File: src/rtl/bus_interface.sv
// 8085-style bus pin stage: converts control's T-state and status into registered
// ALE / strobe / AD-bus activity and synchronises the READY and HOLD pins.
module bus_interface #(
   parameter int DATASIZE    = 8,
   parameter int ADDRSIZE    = 16,
   parameter int SYNC_STAGES = 2
) (
   input  logic                         clk,
   input  logic                         rst,
   input  logic [3:0]                   tstate,
   input  logic [2:0]                   stat,
   input  logic [ADDRSIZE-1:0]          addr,
   input  logic [DATASIZE-1:0]          dout,
   input  logic [DATASIZE-1:0]          ad_in,
   input  logic                         ready_pin,
   input  logic                         hold_pin,
   output logic [1:0]                   ipin,
   output logic                         ale,
   output logic                         rd_n,
   output logic                         wr_n,
   output logic                         inta_n,
   output logic [DATASIZE-1:0]          ad_out,
   output logic                         ad_oe,
   output logic [ADDRSIZE-DATASIZE-1:0] a_hi,
   output logic                         a_oe,
   output logic [DATASIZE-1:0]          din,
   output logic                         din_vld,
   output logic                         hlda,
   output logic                         err
);

   localparam logic [3:0] TS_TR = 4'd0;
   localparam logic [3:0] TS_T1 = 4'd1;
   localparam logic [3:0] TS_T2 = 4'd2;
   localparam logic [3:0] TS_T3 = 4'd3;
   localparam logic [3:0] TS_T4 = 4'd4;
   localparam logic [3:0] TS_T5 = 4'd5;
   localparam logic [3:0] TS_T6 = 4'd6;
   localparam logic [3:0] TS_TH = 4'd7;
   localparam logic [3:0] TS_TW = 4'd8;
   localparam logic [3:0] TS_TT = 4'd9;

   typedef enum logic [2:0] {
      CYC_IDLE,
      CYC_FETCH,
      CYC_READ,
      CYC_WRITE,
      CYC_INTA
   } cyc_e;

   cyc_e                          cyc_q, cyc_d;
   logic                          ale_q, ale_d;
   logic                          rd_n_q, rd_n_d;
   logic                          wr_n_q, wr_n_d;
   logic                          inta_n_q, inta_n_d;
   logic [DATASIZE-1:0]           ad_out_q, ad_out_d;
   logic                          ad_oe_q, ad_oe_d;
   logic [ADDRSIZE-DATASIZE-1:0]  a_hi_q, a_hi_d;
   logic                          a_oe_q, a_oe_d;
   logic [DATASIZE-1:0]           din_q, din_d;
   logic                          din_vld_q, din_vld_d;
   logic                          hlda_q, hlda_d;
   logic                          err_q, err_d;
   logic [SYNC_STAGES-1:0]        ready_sync_q, ready_sync_d;
   logic [SYNC_STAGES-1:0]        hold_sync_q, hold_sync_d;

   function automatic cyc_e decode_cyc(input logic [2:0] s);
      case (s[1:0])
         2'b11:   return s[2] ? CYC_INTA : CYC_FETCH;
         2'b10:   return CYC_READ;
         2'b01:   return CYC_WRITE;
         default: return CYC_IDLE;
      endcase
   endfunction

   always_comb begin
      // NOTE: every _d gets a default before the case so no path can infer a latch.
      cyc_d        = cyc_q;
      ale_d        = ale_q;
      rd_n_d       = rd_n_q;
      wr_n_d       = wr_n_q;
      inta_n_d     = inta_n_q;
      ad_out_d     = ad_out_q;
      ad_oe_d      = ad_oe_q;
      a_hi_d       = a_hi_q;
      a_oe_d       = a_oe_q;
      din_d        = din_q;
      din_vld_d    = 1'b0;
      hlda_d       = 1'b0;
      err_d        = err_q;
      ready_sync_d = {ready_sync_q[SYNC_STAGES-2:0], ready_pin};
      hold_sync_d  = {hold_sync_q[SYNC_STAGES-2:0], hold_pin};

      case (tstate)
         TS_T1: begin
            cyc_d    = decode_cyc(stat);
            ale_d    = 1'b1;
            a_hi_d   = addr[ADDRSIZE-1:DATASIZE];
            ad_out_d = addr[DATASIZE-1:0];
            ad_oe_d  = 1'b1;
            a_oe_d   = 1'b1;
            rd_n_d   = 1'b1;
            wr_n_d   = 1'b1;
            inta_n_d = 1'b1;
         end
         TS_T2: begin
            ale_d    = 1'b0;
            rd_n_d   = 1'b1;
            wr_n_d   = 1'b1;
            inta_n_d = 1'b1;
            ad_oe_d  = 1'b0;
            // Strobe choice comes from the cycle type latched at T1, not live stat.
            case (cyc_q)
               CYC_FETCH, CYC_READ: rd_n_d   = 1'b0;
               CYC_INTA:            inta_n_d = 1'b0;
               CYC_WRITE: begin
                  ad_out_d = dout;
                  ad_oe_d  = 1'b1;
                  wr_n_d   = 1'b0;
               end
               default: ;
            endcase
         end
         TS_TW: ;
         TS_T3: begin
            if ((cyc_q == CYC_FETCH || cyc_q == CYC_READ || cyc_q == CYC_INTA) && !din_vld_q) begin
               din_d     = ad_in;
               din_vld_d = 1'b1;
            end
         end
         TS_T4, TS_T5, TS_T6: begin
            ale_d    = 1'b0;
            rd_n_d   = 1'b1;
            wr_n_d   = 1'b1;
            inta_n_d = 1'b1;
            ad_oe_d  = 1'b0;
         end
         TS_TH, TS_TT: begin
            ale_d    = 1'b0;
            rd_n_d   = 1'b1;
            wr_n_d   = 1'b1;
            inta_n_d = 1'b1;
            ad_oe_d  = 1'b0;
            a_oe_d   = 1'b0;
            hlda_d   = (tstate == TS_TH);
         end
         default: begin
            // TR and the illegal codes 10-15 park the pins; only illegal codes flag err.
            cyc_d    = CYC_IDLE;
            ale_d    = 1'b0;
            rd_n_d   = 1'b1;
            wr_n_d   = 1'b1;
            inta_n_d = 1'b1;
            ad_out_d = '0;
            ad_oe_d  = 1'b0;
            a_hi_d   = '0;
            a_oe_d   = 1'b0;
            din_d    = '0;
            if (tstate != TS_TR) err_d = 1'b1;
         end
      endcase
   end

   always_ff @(posedge clk) begin
      // NOTE: non-blocking assignments keep every flop sampling pre-edge values.
      if (!rst) begin
         cyc_q        <= CYC_IDLE;
         ale_q        <= 1'b0;
         rd_n_q       <= 1'b1;
         wr_n_q       <= 1'b1;
         inta_n_q     <= 1'b1;
         ad_out_q     <= '0;
         ad_oe_q      <= 1'b0;
         a_hi_q       <= '0;
         a_oe_q       <= 1'b0;
         din_q        <= '0;
         din_vld_q    <= 1'b0;
         hlda_q       <= 1'b0;
         err_q        <= 1'b0;
         ready_sync_q <= '0;
         hold_sync_q  <= '0;
      end else begin
         cyc_q        <= cyc_d;
         ale_q        <= ale_d;
         rd_n_q       <= rd_n_d;
         wr_n_q       <= wr_n_d;
         inta_n_q     <= inta_n_d;
         ad_out_q     <= ad_out_d;
         ad_oe_q      <= ad_oe_d;
         a_hi_q       <= a_hi_d;
         a_oe_q       <= a_oe_d;
         din_q        <= din_d;
         din_vld_q    <= din_vld_d;
         hlda_q       <= hlda_d;
         err_q        <= err_d;
         ready_sync_q <= ready_sync_d;
         hold_sync_q  <= hold_sync_d;
      end
   end

   assign ipin    = {hold_sync_q[SYNC_STAGES-1], ready_sync_q[SYNC_STAGES-1]};
   assign ale     = ale_q;
   assign rd_n    = rd_n_q;
   assign wr_n    = wr_n_q;
   assign inta_n  = inta_n_q;
   assign ad_out  = ad_out_q;
   assign ad_oe   = ad_oe_q;
   assign a_hi    = a_hi_q;
   assign a_oe    = a_oe_q;
   assign din     = din_q;
   assign din_vld = din_vld_q;
   assign hlda    = hlda_q;
   assign err     = err_q;

endmodule

File: config.mk
export PLATFORM = sky130hd
export DESIGN_NAME = bus_interface
export DESIGN_NICKNAME = d
export VERILOG_FILES = /design/src/rtl/bus_interface.sv
export SDC_FILE = /design/constraint.sdc
export NUM_CORES = 1
export LEC_CHECK = 0
export BUFFER_PORTS_ARGS = -buffer_cell sky130_fd_sc_hd__buf_2
export CORE_MARGIN = 2
export CORE_UTILIZATION = 50
export CTS_BUF_LIST = sky130_fd_sc_hd__clkbuf_4 sky130_fd_sc_hd__clkbuf_8 sky130_fd_sc_hd__clkbuf_16
export DETAILED_ROUTE_END_ITERATION = 6
export GPL_ROUTABILITY_DRIVEN = 0
export GPL_TIMING_DRIVEN = 1
export PLACE_DENSITY = 0.87
export SLEW_MARGIN = 25
export SYNTH_ARGS = -nofsm -noshare
export SYNTH_HDL_FRONTEND = slang
export SYNTH_SLANG_ARGS = --single-unit
File: constraint.sdc
create_clock -name clk -period 3.7 [get_ports clk]
set_clock_uncertainty 0.2 [all_clocks]
set_input_delay 0 -clock clk [delete_from_list [all_inputs] [get_ports clk]]
set_output_delay 0 -clock clk [all_outputs]
set_load 0.01 [all_outputs]
==> report_table.html, run 1 <==
<table>
<tr><th>Metric</th><th>Value</th></tr>
<tr><th colspan="2">CTS</th></tr>
<tr><td>Worst-path clk slew</td><td>120 ps</td></tr>
<tr><td>Hold-fix buffers, CTS</td><td>54</td></tr>
<tr><td>Number of cells upsized or downsized after cts</td><td>0</td></tr>
<tr><td>Clock sink count</td><td>40</td></tr>
<tr><td>Clock Tree Buf Depth</td><td>2</td></tr>
<tr><td>Later-pin clock latency in the skew report</td><td>350 ps</td></tr>
<tr><td>Clock tree from TritonCTS</td><td>built</td></tr>
<tr><td>Master cell of the clock root buffer</td><td>sky130_fd_sc_hd__clkbuf_4</td></tr>
<tr><td>Deepest level of the CTS H-tree</td><td>2</td></tr>
<tr><td>Inserted Clock Buffers</td><td>5</td></tr>
<tr><td>Buffer count from post-CTS setup fixing</td><td>0</td></tr>
<tr><th colspan="2">Timing</th></tr>
<tr><td>Max-slew violations</td><td>0</td></tr>
<tr><td>Final worst path period need</td><td>2600 ps</td></tr>
<tr><td>Headroom to the max-slew limit</td><td>0.535</td></tr>
<tr><td>Slew @ Worst Pin</td><td>697 ps</td></tr>
<tr><td>Worst path setup slack after routing</td><td>1100 ps</td></tr>
<tr><td>Final setup violation count</td><td>0</td></tr>
<tr><td>Final-layout setup total negative slack</td><td>0 ps</td></tr>
<tr><td>Final Hold Viols</td><td>0</td></tr>
<tr><td>Setup repair after global routing missed its margin</td><td>no</td></tr>
<tr><td>Ratio of final minimum period to clock period</td><td>0.703</td></tr>
<tr><td>Top achievable clock speed</td><td>0.384 GHz</td></tr>
<tr><td>Hold Slack</td><td>232 ps</td></tr>
<tr><th colspan="2">Logic synthesis</th></tr>
<tr><td>Proportion of synthesized chip area in sequential cells</td><td>0.452</td></tr>
<tr><td>Number of synthesized flops with an enable pin</td><td>0</td></tr>
<tr><td>Post-synthesis average cell area</td><td>8.99 um^2</td></tr>
<tr><td>Cells after synthesis</td><td>197</td></tr>
<tr><td>Number of warning messages in the yosys log</td><td>0</td></tr>
<tr><td>Post-Synthesis Net Count</td><td>242</td></tr>
<tr><td>Number of synthesized register bits</td><td>40</td></tr>
<tr><td>Flip-flop cell with the highest count after synthesis</td><td>sky130_fd_sc_hd__dfxtp_1</td></tr>
<tr><td>Async SR Flop Fraction</td><td>0</td></tr>
<tr><td>Number of distinct standard cells referenced by the synthesized netlist</td><td>44</td></tr>
<tr><td>Post-synthesis cell area</td><td>1770 um^2</td></tr>
<tr><th colspan="2">Finish</th></tr>
<tr><td>Most frequent standard cell in the layout excluding fill and tap cells</td><td>sky130_fd_sc_hd__buf_2</td></tr>
<tr><td>Number of nets in the layout</td><td>364</td></tr>
<tr><td>Area Growth Syn to Fin</td><td>54.2%</td></tr>
<tr><td>Leading cell types in the layout, fill and taps excluded</td><td>sky130_fd_sc_hd__buf_2, sky130_fd_sc_hd__dlygate4sd3_1, sky130_fd_sc_hd__dfxtp_1, sky130_fd_sc_hd__nand2_1, sky130_fd_sc_hd__nor2_1</td></tr>
<tr><td>Diodes inserted</td><td>0</td></tr>
<tr><td>Share of layout cells above drive strength 1</td><td>0.288</td></tr>
<tr><td>Filler cells</td><td>224</td></tr>
<tr><td>Final instance area</td><td>2730 um^2</td></tr>
<tr><th colspan="2">Setup path</th></tr>
<tr><td>Cell occurring most often along the worst timing path</td><td>sky130_fd_sc_hd__dlygate4sd3_1</td></tr>
<tr><td>Worst stage delay on the critical path</td><td>580 ps</td></tr>
<tr><td>Setup slack of the most critical reg-to-reg path</td><td>1220 ps</td></tr>
<tr><td>Worst-path maximum fanout</td><td>22</td></tr>
<tr><td>End of the worst register-to-register path</td><td>din[5]</td></tr>
<tr><td>Critical R2R Launch</td><td>cyc_q[0]</td></tr>
<tr><td>Required time at the endpoint of the critical path</td><td>3790 ps</td></tr>
<tr><td>Type of the worst setup path</td><td>in2reg</td></tr>
<tr><td>Worst EP arrival</td><td>2700 ps</td></tr>
<tr><td>Startpoint type of the worst setup path</td><td>input port</td></tr>
<tr><td>Endpoint class of the critical path</td><td>flip-flop</td></tr>
<tr><td>Number of cell instances on the worst register-to-register path</td><td>5</td></tr>
<tr><td>Critical Path, Cell by Cell</td><td>dlygate4sd3_1, buf_2, inv_1, nor3_2, nand2_1, mux2i_1, dlygate4sd3_1</td></tr>
<tr><td>Worst path slowest cell</td><td>sky130_fd_sc_hd__dlygate4sd3_1</td></tr>
<tr><th colspan="2">Routing</th></tr>
<tr><td>Count of unresolved DRC violations after routing</td><td>0</td></tr>
<tr><td>First-pass iteration count of the detailed router</td><td>4</td></tr>
<tr><td>Number of vias per cell</td><td>5.16</td></tr>
<tr><td>Number of antenna-violating nets in the routed design</td><td>0</td></tr>
<tr><td>Via count</td><td>1890</td></tr>
<tr><td>Drt initial violations</td><td>124</td></tr>
<tr><td>Final WL</td><td>5.17 mm</td></tr>
<tr><td>WL/cell</td><td>14.1 um</td></tr>
<tr><th colspan="2">Run</th></tr>
<tr><td>Maximum capacitance violations</td><td>0</td></tr>
<tr><th colspan="2">Global route</th></tr>
<tr><td>Overflow left after global routing</td><td>0</td></tr>
<tr><td>Number of global-route vias before repair</td><td>1880</td></tr>
<tr><td>Total global-route track usage</td><td>0.261</td></tr>
<tr><td>Wire length of the first global-routing pass</td><td>8.26 mm</td></tr>
<tr><td>Pin count of the biggest net entering global routing</td><td>23</td></tr>
<tr><td>Antenna violations before repair</td><td>0</td></tr>
<tr><th colspan="2">Floorplan</th></tr>
<tr><td>Core region area</td><td>3360 um^2</td></tr>
<tr><td>Total Die Area</td><td>4040 um^2</td></tr>
<tr><td>Number of rows created at floorplan</td><td>21</td></tr>
<tr><td>Number of top-level pins</td><td>78</td></tr>
<tr><td>Floorplan die height</td><td>63.5 um</td></tr>
<tr><td>Starting density of the core</td><td>0.527</td></tr>
<tr><td>Die width</td><td>63.5 um</td></tr>
<tr><th colspan="2">Placement</th></tr>
<tr><td>Count of buffers inserted at the top-level ports</td><td>77</td></tr>
<tr><td>Half-perimeter wire length after placement</td><td>2.83 mm</td></tr>
<tr><td>Placed cell areas</td><td>2130 um^2</td></tr>
<tr><td>Minimum setup slack after placement</td><td>1850 ps</td></tr>
<tr><th colspan="2">Power and ir drop</th></tr>
<tr><td>Power density over the cells</td><td>299 nW/um^2</td></tr>
<tr><td>Post-route total power</td><td>818 uW</td></tr>
<tr><td>Peak supply drop</td><td>0.000181 V</td></tr>
<tr><td>Leak Pwr</td><td>0.00126 uW</td></tr>
<tr><th colspan="2">Hold path</th></tr>
<tr><td>End point of the worst hold path</td><td>a_hi[1]</td></tr>
<tr><td>HP Class</td><td>in2reg</td></tr>
<tr><td>Number of instances on the worst hold path</td><td>4</td></tr>
<tr><td>Launch instance of the worst min-delay path</td><td>addr[9]</td></tr>
<tr><th colspan="2">Status</th></tr>
<tr><td>Outcome</td><td>finished, final reports clean</td></tr>
</table>
-- layer usage --
| metal | up-vias | share of wire | wire length (um) | GRT usage |
|---|---|---|---|---|
| met5 | - | 0 | 0 | 0 |
| met4 | 0 | 0.035 | 183 | 0.128 |
| met3 | 19 | 0.068 | 354 | 0.0732 |
| met2 | 95 | 0.52 | 2670 | 0.461 |
| met1 | 846 | 0.38 | 1970 | 0.284 |
| li1 | 930 | - | - | - |
-- worst max-delay path by stage --
stage / start / endpoint / slack [ps] / cells past startpoint
2_1_floorplan: cyc_q[1] / din[0] / 1980 / 5
3_3_place_gp: cyc_q[0] / din[5] / 1940 / 4
3_5_place_dp: cyc_q[0] / din[3] / 1850 / 4
4_1_cts: tstate[0] / cyc_q[2] / 1180 / 7
5_1_grt: rst / din[5] / 890 / 7
6_report: rst / din[5] / 1100 / 7
-- power breakdown --
part	internal [uW]	leakage, uW	switching [uW]	total (uW)
sequential	438	0.000324	3.87	442
clock	90.5	0.0000380	142	233
combinational	78.0	0.000895	64.8	143
-- stage by stage --
step	util	std cells
after floorplan	-	197
after global placement	0.633	304
after detailed placement	0.633	304
after CTS	0.812	366
after global routing	0.812	366
final	0.812	366
-- registers in the layout, indices dropped and copies added, names as in the netlist --
signal        flops
err               1
inta_n            1
a_oe              1
wr_n              1
hlda              1
ready_sync_q      2
ale               1
cyc_q             3
din               8
ad_out            8
hold_sync_q       2
din_vld           1
a_hi              8
rd_n              1
ad_oe             1
-- synth_stat cells, drive strengths merged, types with 3 or more instances --
| master | number | area, um^2 |
|---|---|---|
| and2 | 6 | 37.5 |
| inv | 5 | 18.8 |
| buf | 10 | 61.3 |
| nand3 | 8 | 40.0 |
| nor2b | 3 | 18.8 |
| dfxtp | 40 | 801 |
| mux2i | 8 | 80.1 |
| nor2 | 17 | 63.8 |
| o21ai | 6 | 30.0 |
| clkbuf | 6 | 23.8 |
| nand2 | 29 | 109 |
| a22o | 8 | 70.1 |
| a22oi | 10 | 75.1 |
| a21oi | 12 | 71.3 |
-- critical path: cells and delay by family --
kind	cells	cell delay [ps]
buffers and inverters	4	1790
and+or+nand+nor	2	700
muxes	1	210
-- final cells by class --
cell class	instances	area [um^2]	area share
repair buffers	131	926	0.339
multi-input cells	136	867	0.317
flip-flops and latches	40	801	0.293
well taps	46	57.6	0.0211
clock buffers	6	51.3	0.0188
inverters	5	18.8	0.00687
clock inverters	2	10.0	0.00366
-- kinds of logic (layout without fill, tap and decap cells) --
kind of cell / after synthesis / count (layout) / share of synthesized area
mux: 8 / 8 / 0.0452
flops: 40 / 40 / 0.452
compound gates: 47 / 47 / 0.204
simple gates: 77 / 77 / 0.216
fa+ha+maj: 2 / 2 / 0.0141
buf+inv: 21 / 144 / 0.0586
xor+xnor: 2 / 2 / 0.00989
Power figures use the tool's default switching activity.
==> run 2: changes to the inputs <==
--- a/config.mk
+++ b/config.mk
@@ -7,12 +7,12 @@
 export LEC_CHECK = 0
 export BUFFER_PORTS_ARGS = -buffer_cell sky130_fd_sc_hd__buf_2
 export CORE_MARGIN = 2
-export CORE_UTILIZATION = 50
+export CORE_UTILIZATION = 42
 export CTS_BUF_LIST = sky130_fd_sc_hd__clkbuf_4 sky130_fd_sc_hd__clkbuf_8 sky130_fd_sc_hd__clkbuf_16
 export DETAILED_ROUTE_END_ITERATION = 6
 export GPL_ROUTABILITY_DRIVEN = 0
 export GPL_TIMING_DRIVEN = 1
-export PLACE_DENSITY = 0.87
+export PLACE_DENSITY = 0.78
 export SLEW_MARGIN = 25
 export SYNTH_ARGS = -nofsm -noshare
 export SYNTH_HDL_FRONTEND = slang
==> constraint.sdc (replaced) <==
create_clock -name clk -period 2.14 [get_ports clk]
set_clock_uncertainty 0.2 [all_clocks]
set_input_delay 0 -clock clk [delete_from_list [all_inputs] [get_ports clk]]
set_output_delay 0 -clock clk [all_outputs]
set_load 0.01 [all_outputs]
==> report_table.html, run 2 (synthesis results as in run 1) <==
<table>
<tr><th>Metric</th><th>Value</th></tr>
<tr><th colspan="2">Finish</th></tr>
<tr><td>Share of layout cells above drive strength 1</td><td>0.307</td></tr>
<tr><td>Final instance area</td><td>2700 um^2</td></tr>
<tr><td>Leading cell types in the layout, fill and taps excluded</td><td>sky130_fd_sc_hd__buf_2, sky130_fd_sc_hd__dlygate4sd3_1, sky130_fd_sc_hd__dfxtp_1, sky130_fd_sc_hd__nand2_1, sky130_fd_sc_hd__nor2_1</td></tr>
<tr><td>Final Core Density</td><td>0.670</td></tr>
<tr><td>Number of nets in the layout</td><td>358</td></tr>
<tr><td>Area Growth Syn to Fin</td><td>52.3%</td></tr>
<tr><td>Most frequent standard cell in the layout excluding fill and tap cells</td><td>sky130_fd_sc_hd__buf_2</td></tr>
<tr><td>Diodes inserted</td><td>0</td></tr>
<tr><th colspan="2">Setup path</th></tr>
<tr><td>Endpoint class of the critical path</td><td>flip-flop</td></tr>
<tr><td>Worst EP arrival</td><td>1880 ps</td></tr>
<tr><td>Start point of the critical path</td><td>tstate[3]</td></tr>
<tr><td>End of the worst register-to-register path</td><td>din[5]</td></tr>
<tr><td>Cell type group with the largest total delay on the critical path</td><td>buffers and inverters</td></tr>
<tr><td>Number of cell instances on the worst register-to-register path</td><td>4</td></tr>
<tr><td>Worst path slowest cell</td><td>sky130_fd_sc_hd__dlygate4sd3_1</td></tr>
<tr><td>Required time at the endpoint of the critical path</td><td>2150 ps</td></tr>
<tr><td>Startpoint type of the worst setup path</td><td>input port</td></tr>
<tr><td>Worst path bufs/invs</td><td>2</td></tr>
<tr><td>Setup slack of the most critical reg-to-reg path</td><td>290 ps</td></tr>
<tr><td>Type of the worst setup path</td><td>in2reg</td></tr>
<tr><td>Worst-path maximum fanout</td><td>11</td></tr>
<tr><td>Critical Path, Cell by Cell</td><td>dlygate4sd3_1, buf_2, or3_4, a2bb2oi_1, a21oi_4, mux2i_1</td></tr>
<tr><td>Critical R2R Launch</td><td>cyc_q[0]</td></tr>
<tr><td>Worst stage delay on the critical path</td><td>530 ps</td></tr>
<tr><th colspan="2">CTS</th></tr>
<tr><td>Inserted Clock Buffers</td><td>5</td></tr>
<tr><td>Clock Tree Buf Depth</td><td>2</td></tr>
<tr><td>Buffer count from post-CTS setup fixing</td><td>0</td></tr>
<tr><td>Number of cells upsized or downsized after cts</td><td>0</td></tr>
<tr><td>Later-pin clock latency in the skew report</td><td>290 ps</td></tr>
<tr><td>Clock sink count</td><td>40</td></tr>
<tr><td>Deepest level of the CTS H-tree</td><td>2</td></tr>
<tr><td>Worst-path clk slew</td><td>70 ps</td></tr>
<tr><td>Master cell of the clock root buffer</td><td>sky130_fd_sc_hd__clkbuf_8</td></tr>
<tr><td>Clock tree from TritonCTS</td><td>built</td></tr>
<tr><th colspan="2">Floorplan</th></tr>
<tr><td>Number of rows created at floorplan</td><td>23</td></tr>
<tr><td>Core region area</td><td>4030 um^2</td></tr>
<tr><td>Die width</td><td>69.0 um</td></tr>
<tr><td>Total Die Area</td><td>4750 um^2</td></tr>
<tr><td>Starting density of the core</td><td>0.440</td></tr>
<tr><td>Number of top-level pins</td><td>78</td></tr>
<tr><td>Floorplan die height</td><td>69.0 um</td></tr>
<tr><th colspan="2">Placement</th></tr>
<tr><td>Minimum setup slack after placement</td><td>330 ps</td></tr>
<tr><td>Half-perimeter wire length after placement</td><td>2.91 mm</td></tr>
<tr><td>Count of buffers inserted at the top-level ports</td><td>77</td></tr>
<tr><td>Placed cell areas</td><td>2170 um^2</td></tr>
<tr><th colspan="2">Global route</th></tr>
<tr><td>Wire length of the first global-routing pass</td><td>7.60 mm</td></tr>
<tr><td>Pin count of the biggest net entering global routing</td><td>22</td></tr>
<tr><td>Overflow left after global routing</td><td>0</td></tr>
<tr><td>Total global-route track usage</td><td>0.217</td></tr>
<tr><td>Antenna violations before repair</td><td>0</td></tr>
<tr><td>Number of global-route vias before repair</td><td>1678</td></tr>
<tr><th colspan="2">Hold path</th></tr>
<tr><td>HP Class</td><td>in2reg</td></tr>
<tr><td>End point of the worst hold path</td><td>hlda</td></tr>
<tr><td>Number of instances on the worst hold path</td><td>3</td></tr>
<tr><td>Launch instance of the worst min-delay path</td><td>tstate[0]</td></tr>
<tr><th colspan="2">Routing</th></tr>
<tr><td>Count of unresolved DRC violations after routing</td><td>0</td></tr>
<tr><td>Via count</td><td>1817</td></tr>
<tr><td>Number of antenna-violating nets in the routed design</td><td>0</td></tr>
<tr><td>Final WL</td><td>4.76 mm</td></tr>
<tr><td>Number of vias per cell</td><td>5.01</td></tr>
<tr><td>Drt initial violations</td><td>58</td></tr>
<tr><td>WL/cell</td><td>13.1 um</td></tr>
<tr><td>First-pass iteration count of the detailed router</td><td>4</td></tr>
<tr><th colspan="2">Timing</th></tr>
<tr><td>Ratio of final minimum period to clock period</td><td>0.871</td></tr>
<tr><td>Final-layout setup total negative slack</td><td>0 ps</td></tr>
<tr><td>Setup repair after global routing missed its margin</td><td>no</td></tr>
<tr><td>Max-slew violations</td><td>0</td></tr>
<tr><td>Headroom to the max-slew limit</td><td>0.618</td></tr>
<tr><td>Worst path setup slack after routing</td><td>277 ps</td></tr>
<tr><td>Final setup violation count</td><td>0</td></tr>
<tr><td>Slew @ Worst Pin</td><td>571 ps</td></tr>
<tr><td>Final Hold Viols</td><td>0</td></tr>
<tr><td>Top achievable clock speed</td><td>0.537 GHz</td></tr>
<tr><td>Final worst path period need</td><td>1860 ps</td></tr>
<tr><th colspan="2">Run</th></tr>
<tr><td>Maximum capacitance violations</td><td>0</td></tr>
<tr><th colspan="2">Power and ir drop</th></tr>
<tr><td>Peak supply drop</td><td>0.000488 V</td></tr>
<tr><td>Post-route total power</td><td>1540 uW</td></tr>
<tr><td>Leak Pwr</td><td>0.00123 uW</td></tr>
<tr><td>Power density over the cells</td><td>571 nW/um^2</td></tr>
<tr><th colspan="2">Status</th></tr>
<tr><td>Outcome</td><td>finished, final reports clean</td></tr>
</table>
[run 2: worst max path at each step]
| stage | endpoint | slack [ps] | cells past startpoint |
|---|---|---|---|
| 6_report | din[5] | 280 | 6 |
| 5_1_grt | din[4] | 150 | 4 |
| 4_1_cts | din[5] | 280 | 6 |
| 3_5_place_dp | din[5] | 330 | 4 |
| 3_3_place_gp | din[3] | 380 | 4 |
| 2_1_floorplan | din[0] | 420 | 5 |
[run 2: through the flow]
step                      instances  hold WS, ps
final                           363         53.8
after global routing            363         88.2
after CTS                       363         39.4
after detailed placement        313         15.3
after global placement          313         7.55
after floorplan                 197        -72.7
[run 2: timing repair]
action,in CTS,in global routing
hold buffers,43,0
hold endpoints to repair,38,0
endpoints found under the setup margin,0,0
[run 2: power by group]
part | internal [uW] | leakage, uW | total [uW] | switching [uW]
clock network | 287 | 0.0000503 | 530 | 243
logic | 136 | 0.000854 | 247 | 110
registers | 758 | 0.000324 | 764 | 6.23
total | 1180 | 0.00123 | 1540 | 360
[run 2: layer usage]
layer	GRT usage	up-vias	share of wire
met1	0.260	836	0.44
met2	0.374	55	0.50
met5	0	-	0
met3	0.0714	5	0.054
met4	0.0515	0	0.0082
li1	-	921	-
[run 2: cell type report]
| class | instances | area (um^2) |
|---|---|---|
| clock buffers | 7 | 96.3 |
| well taps | 50 | 62.6 |
| flip-flops and latches | 40 | 801 |
| fillers | 332 | 1330 |
| repair buffers | 125 | 853 |
| inverters | 5 | 18.8 |
| multi-input cells | 136 | 867 |
[run 2: worst reg2reg max path: cells and delay by family (launching register included)]
family | cells | cell delay, ps
compound gates | 2 | 400
flops | 1 | 460
mux | 1 | 240
simple gates | 1 | 470
==> run 3: changes to the inputs <==
--- a/config.mk
+++ b/config.mk
@@ -5,8 +5,8 @@
 export SDC_FILE = /design/constraint.sdc
 export NUM_CORES = 1
 export LEC_CHECK = 0
+export ABC_AREA = 1
 export BUFFER_PORTS_ARGS = -buffer_cell sky130_fd_sc_hd__buf_2
-export CORE_MARGIN = 2
 export CORE_UTILIZATION = 42
 export CTS_BUF_LIST = sky130_fd_sc_hd__clkbuf_4 sky130_fd_sc_hd__clkbuf_8 sky130_fd_sc_hd__clkbuf_16
 export DETAILED_ROUTE_END_ITERATION = 6
==> constraint.sdc (replaced) <==
create_clock -name clk -period 2.14 [get_ports clk]
set_clock_uncertainty 0.2 [all_clocks]
set_input_delay 0 -clock clk [delete_from_list [all_inputs] [get_ports clk]]
set_output_delay 0 -clock clk [all_outputs]
set_load 0.05 [all_outputs]
==> report_table.html, run 3 <==
<table>
<tr><th>Metric</th><th>Value</th></tr>
<tr><th colspan="2">Status</th></tr>
<tr><td>Outcome</td><td>finished, final reports clean</td></tr>
<tr><th colspan="2">Finish</th></tr>
<tr><td>Leading cell types in the layout, fill and taps excluded</td><td>sky130_fd_sc_hd__nand2_1, sky130_fd_sc_hd__buf_2, sky130_fd_sc_hd__dlygate4sd3_1, sky130_fd_sc_hd__dfxtp_1, sky130_fd_sc_hd__a21oi_1</td></tr>
<tr><td>Share of layout cells above drive strength 1</td><td>0.281</td></tr>
<tr><td>Sequential cell area</td><td>801 um^2</td></tr>
<tr><td>Area Growth Syn to Fin</td><td>58.5%</td></tr>
<tr><td>Final std cells w/o fill</td><td>438</td></tr>
<tr><td>Diodes inserted</td><td>0</td></tr>
<tr><td>Most frequent standard cell in the layout excluding fill and tap cells</td><td>sky130_fd_sc_hd__nand2_1</td></tr>
<tr><td>Multi-input logic area</td><td>856 um^2</td></tr>
<tr><td>Number of nets in the layout</td><td>433</td></tr>
<tr><td>Final instance area</td><td>2820 um^2</td></tr>
<tr><td>Filler cells</td><td>330</td></tr>
<tr><th colspan="2">CTS</th></tr>
<tr><td>Inserted Clock Buffers</td><td>5</td></tr>
<tr><td>Clock Tree Buf Depth</td><td>2</td></tr>
<tr><td>Deepest level of the CTS H-tree</td><td>2</td></tr>
<tr><td>Worst-path clk slew</td><td>80 ps</td></tr>
<tr><td>Clock sink count</td><td>40</td></tr>
<tr><td>Clock tree from TritonCTS</td><td>built</td></tr>
<tr><td>Master cell of the clock root buffer</td><td>sky130_fd_sc_hd__clkbuf_8</td></tr>
<tr><td>Later-pin clock latency in the skew report</td><td>290 ps</td></tr>
<tr><th colspan="2">Routing</th></tr>
<tr><td>Count of unresolved DRC violations after routing</td><td>0</td></tr>
<tr><td>First-pass iteration count of the detailed router</td><td>4</td></tr>
<tr><td>Drt initial violations</td><td>68</td></tr>
<tr><td>Final WL</td><td>5.31 mm</td></tr>
<tr><td>Via count</td><td>2101</td></tr>
<tr><td>WL/cell</td><td>12.1 um</td></tr>
<tr><td>Number of vias per cell</td><td>4.80</td></tr>
<tr><td>Number of antenna-violating nets in the routed design</td><td>0</td></tr>
<tr><th colspan="2">Placement</th></tr>
<tr><td>Placed cell areas</td><td>2180 um^2</td></tr>
<tr><td>Count of buffers inserted at the top-level ports</td><td>77</td></tr>
<tr><td>Half-perimeter wire length after placement</td><td>2.86 mm</td></tr>
<tr><td>Total instance count after detailed placement</td><td>378</td></tr>
<tr><th colspan="2">Logic synthesis</th></tr>
<tr><td>Post-synthesis average cell area</td><td>6.86 um^2</td></tr>
<tr><td>Cells after synthesis</td><td>259</td></tr>
<tr><td>Flip-flop cell with the highest count after synthesis</td><td>sky130_fd_sc_hd__dfxtp_1</td></tr>
<tr><td>Post-synthesis cell type with the largest combined area</td><td>sky130_fd_sc_hd__dfxtp_1</td></tr>
<tr><td>Number of distinct standard cells referenced by the synthesized netlist</td><td>23</td></tr>
<tr><td>Number of synthesized register bits</td><td>40</td></tr>
<tr><td>Post-synthesis cell area</td><td>1780 um^2</td></tr>
<tr><td>Proportion of synthesized chip area in sequential cells</td><td>0.451</td></tr>
<tr><td>Ranking of synthesized cells by instance count</td><td>sky130_fd_sc_hd__nand2_1, sky130_fd_sc_hd__dfxtp_1, sky130_fd_sc_hd__a21oi_1, sky130_fd_sc_hd__nor2_1, sky130_fd_sc_hd__nand3_1</td></tr>
<tr><td>Number of warning messages in the yosys log</td><td>0</td></tr>
<tr><td>Most frequent cell after synthesis</td><td>sky130_fd_sc_hd__nand2_1</td></tr>
<tr><td>Async SR Flop Fraction</td><td>0</td></tr>
<tr><td>Number of synthesized flops with an enable pin</td><td>0</td></tr>
<tr><td>Post-Synthesis Net Count</td><td>304</td></tr>
<tr><td>Share of the synthesized area in the top cell type</td><td>0.451</td></tr>
<tr><td>Synth area leaders</td><td>sky130_fd_sc_hd__dfxtp_1, sky130_fd_sc_hd__nand2_1, sky130_fd_sc_hd__a21oi_1</td></tr>
<tr><th colspan="2">Floorplan</th></tr>
<tr><td>Total Die Area</td><td>4490 um^2</td></tr>
<tr><td>Number of rows created at floorplan</td><td>23</td></tr>
<tr><td>Number of top-level pins</td><td>78</td></tr>
<tr><td>Die width</td><td>67.0 um</td></tr>
<tr><td>Floorplan die height</td><td>67.0 um</td></tr>
<tr><td>Starting density of the core</td><td>0.441</td></tr>
<tr><td>Core region area</td><td>4030 um^2</td></tr>
<tr><th colspan="2">Timing</th></tr>
<tr><td>Slew @ Worst Pin</td><td>595 ps</td></tr>
<tr><td>Headroom to the max-slew limit</td><td>0.603</td></tr>
<tr><td>Ratio of final minimum period to clock period</td><td>0.965</td></tr>
<tr><td>Final setup violation count</td><td>0</td></tr>
<tr><td>Top achievable clock speed</td><td>0.484 GHz</td></tr>
<tr><td>Setup repair after global routing missed its margin</td><td>yes</td></tr>
<tr><td>Final worst path period need</td><td>2070 ps</td></tr>
<tr><td>Final Hold Viols</td><td>0</td></tr>
<tr><td>Hold Slack</td><td>215 ps</td></tr>
<tr><td>Max-slew violations</td><td>0</td></tr>
<tr><th colspan="2">Hold path</th></tr>
<tr><td>End point of the worst hold path</td><td>ready_sync_q[1]</td></tr>
<tr><td>HP Class</td><td>reg2reg</td></tr>
<tr><td>Launch instance of the worst min-delay path</td><td>ready_sync_q[0]</td></tr>
<tr><td>Number of instances on the worst hold path</td><td>2</td></tr>
<tr><th colspan="2">Global route</th></tr>
<tr><td>Pin count of the biggest net entering global routing</td><td>21</td></tr>
<tr><td>Number of global-route vias before repair</td><td>1915</td></tr>
<tr><td>Wire length of the first global-routing pass</td><td>8.21 mm</td></tr>
<tr><td>Antenna violations before repair</td><td>0</td></tr>
<tr><td>Overflow left after global routing</td><td>0</td></tr>
<tr><td>Total global-route track usage</td><td>0.243</td></tr>
<tr><th colspan="2">Setup path</th></tr>
<tr><td>End of the worst register-to-register path</td><td>ad_out[4]</td></tr>
<tr><td>Startpoint type of the worst setup path</td><td>input port</td></tr>
<tr><td>Type of the worst setup path</td><td>in2reg</td></tr>
<tr><td>Setup slack of the most critical reg-to-reg path</td><td>510 ps</td></tr>
<tr><td>Worst EP arrival</td><td>2100 ps</td></tr>
<tr><td>Endpoint class of the critical path</td><td>flip-flop</td></tr>
<tr><td>Critical R2R Launch</td><td>cyc_q[0]</td></tr>
<tr><td>Worst-path maximum fanout</td><td>10</td></tr>
<tr><td>Required time at the endpoint of the critical path</td><td>2170 ps</td></tr>
<tr><td>Number of cell instances on the worst register-to-register path</td><td>7</td></tr>
<tr><th colspan="2">Run</th></tr>
<tr><td>Maximum capacitance violations</td><td>0</td></tr>
<tr><th colspan="2">Power and ir drop</th></tr>
<tr><td>Leak Pwr</td><td>0.00139 uW</td></tr>
<tr><td>Power density over the cells</td><td>582 nW/um^2</td></tr>
<tr><td>Peak supply drop</td><td>0.000388 V</td></tr>
</table>
run 3: changes by cell type in the layout (fill, tap and decap cells not counted), moves of 8 or more:
cell / before / now
sky130_fd_sc_hd__a22o_1: 8 / 0
sky130_fd_sc_hd__nand3_1: 8 / 20
sky130_fd_sc_hd__a22oi_1: 10 / 0
sky130_fd_sc_hd__a21oi_1: 11 / 27
sky130_fd_sc_hd__mux2i_1: 8 / 0
sky130_fd_sc_hd__nand2_1: 29 / 96
sky130_fd_sc_hd__inv_1: 5 / 18
run 3: timing repair:
action,4_1_cts,5_1_grt
endpoints found under the hold margin,36,0
gates resized for setup,0,11
setup buffers,0,2
endpoints found under the setup margin,0,10
hold buffers,49,0
run 3: worst max-delay path by stage:
stage	depth (start not counted)	to	slack, ps	startpoint
6_report	11	ad_out[5]	70	tstate[1]
3_5_place_dp	7	ad_out[5]	580	cyc_q[1]
2_1_floorplan	6	din[0]	610	din_vld
5_1_grt	11	ad_out[5]	-20	tstate[1]
4_1_cts	11	ad_out[7]	40	tstate[3]
3_3_place_gp	7	ad_out[3]	590	cyc_q[0]
run 3: per-layer routing:
| metal | GRT usage | wire [um] | vias to the layer above |
|---|---|---|---|
| li1 | - | - | 1067 |
| met1 | 0.267 | 2210 | 940 |
| met2 | 0.435 | 2660 | 82 |
| met3 | 0.0736 | 347 | 12 |
| met4 | 0.0824 | 98 | 0 |
| met5 | 0 | 0 | - |
run 3: cell families after synthesis:
group	share of synthesized area
simple gates	0.346
buf+inv	0.0838
fa+ha+maj	0.0141
compound gates	0.105
flops	0.451
run 3: stage by stage:
step | power (uW) | setup WS [ps] | setup TNS, ps | utilization
6_report | 1640 | 74.8 | 0 | 0.699
3_3_place_gp | 1080 | 592 | 0 | 0.541
3_5_place_dp | 1080 | 577 | 0 | 0.541
4_1_cts | 1630 | 40.9 | 0 | 0.683
5_1_grt | 1710 | -24.3 | -71.3 | 0.699
2_1_floorplan | 1000 | 611 | 0 | -
run 3: cell type report:
cell class | instances | area share
multi-input combinational | 185 | 0.304
sequential | 40 | 0.284
tap | 50 | 0.0222
timing repair buffer | 131 | 0.325
timing repair inverter | 1 | 0.00267
clock inverter | 2 | 0.00444
clock buffer | 5 | 0.0244
inverter | 24 | 0.0333
run 3: critical path, stage by stage:
cell                            delay (ps)
sky130_fd_sc_hd__dlygate4sd3_1         540
sky130_fd_sc_hd__buf_2                 140
sky130_fd_sc_hd__inv_1                  90
sky130_fd_sc_hd__nand2_1               130
sky130_fd_sc_hd__nor2_4                140
sky130_fd_sc_hd__buf_6                 150
sky130_fd_sc_hd__nand2_1                70
sky130_fd_sc_hd__nand2_1                60
sky130_fd_sc_hd__dlygate4sd3_1         540
sky130_fd_sc_hd__nand3_1                80
sky130_fd_sc_hd__a21oi_1               150
run 3: power by group:
part / internal, uW / leakage, uW / switching (uW)
Clock: 221 / 0.0000400 / 273
Combinational: 142 / 0.00102 / 220
Sequential: 770 / 0.000326 / 12.0
Total: 1130 / 0.00139 / 506
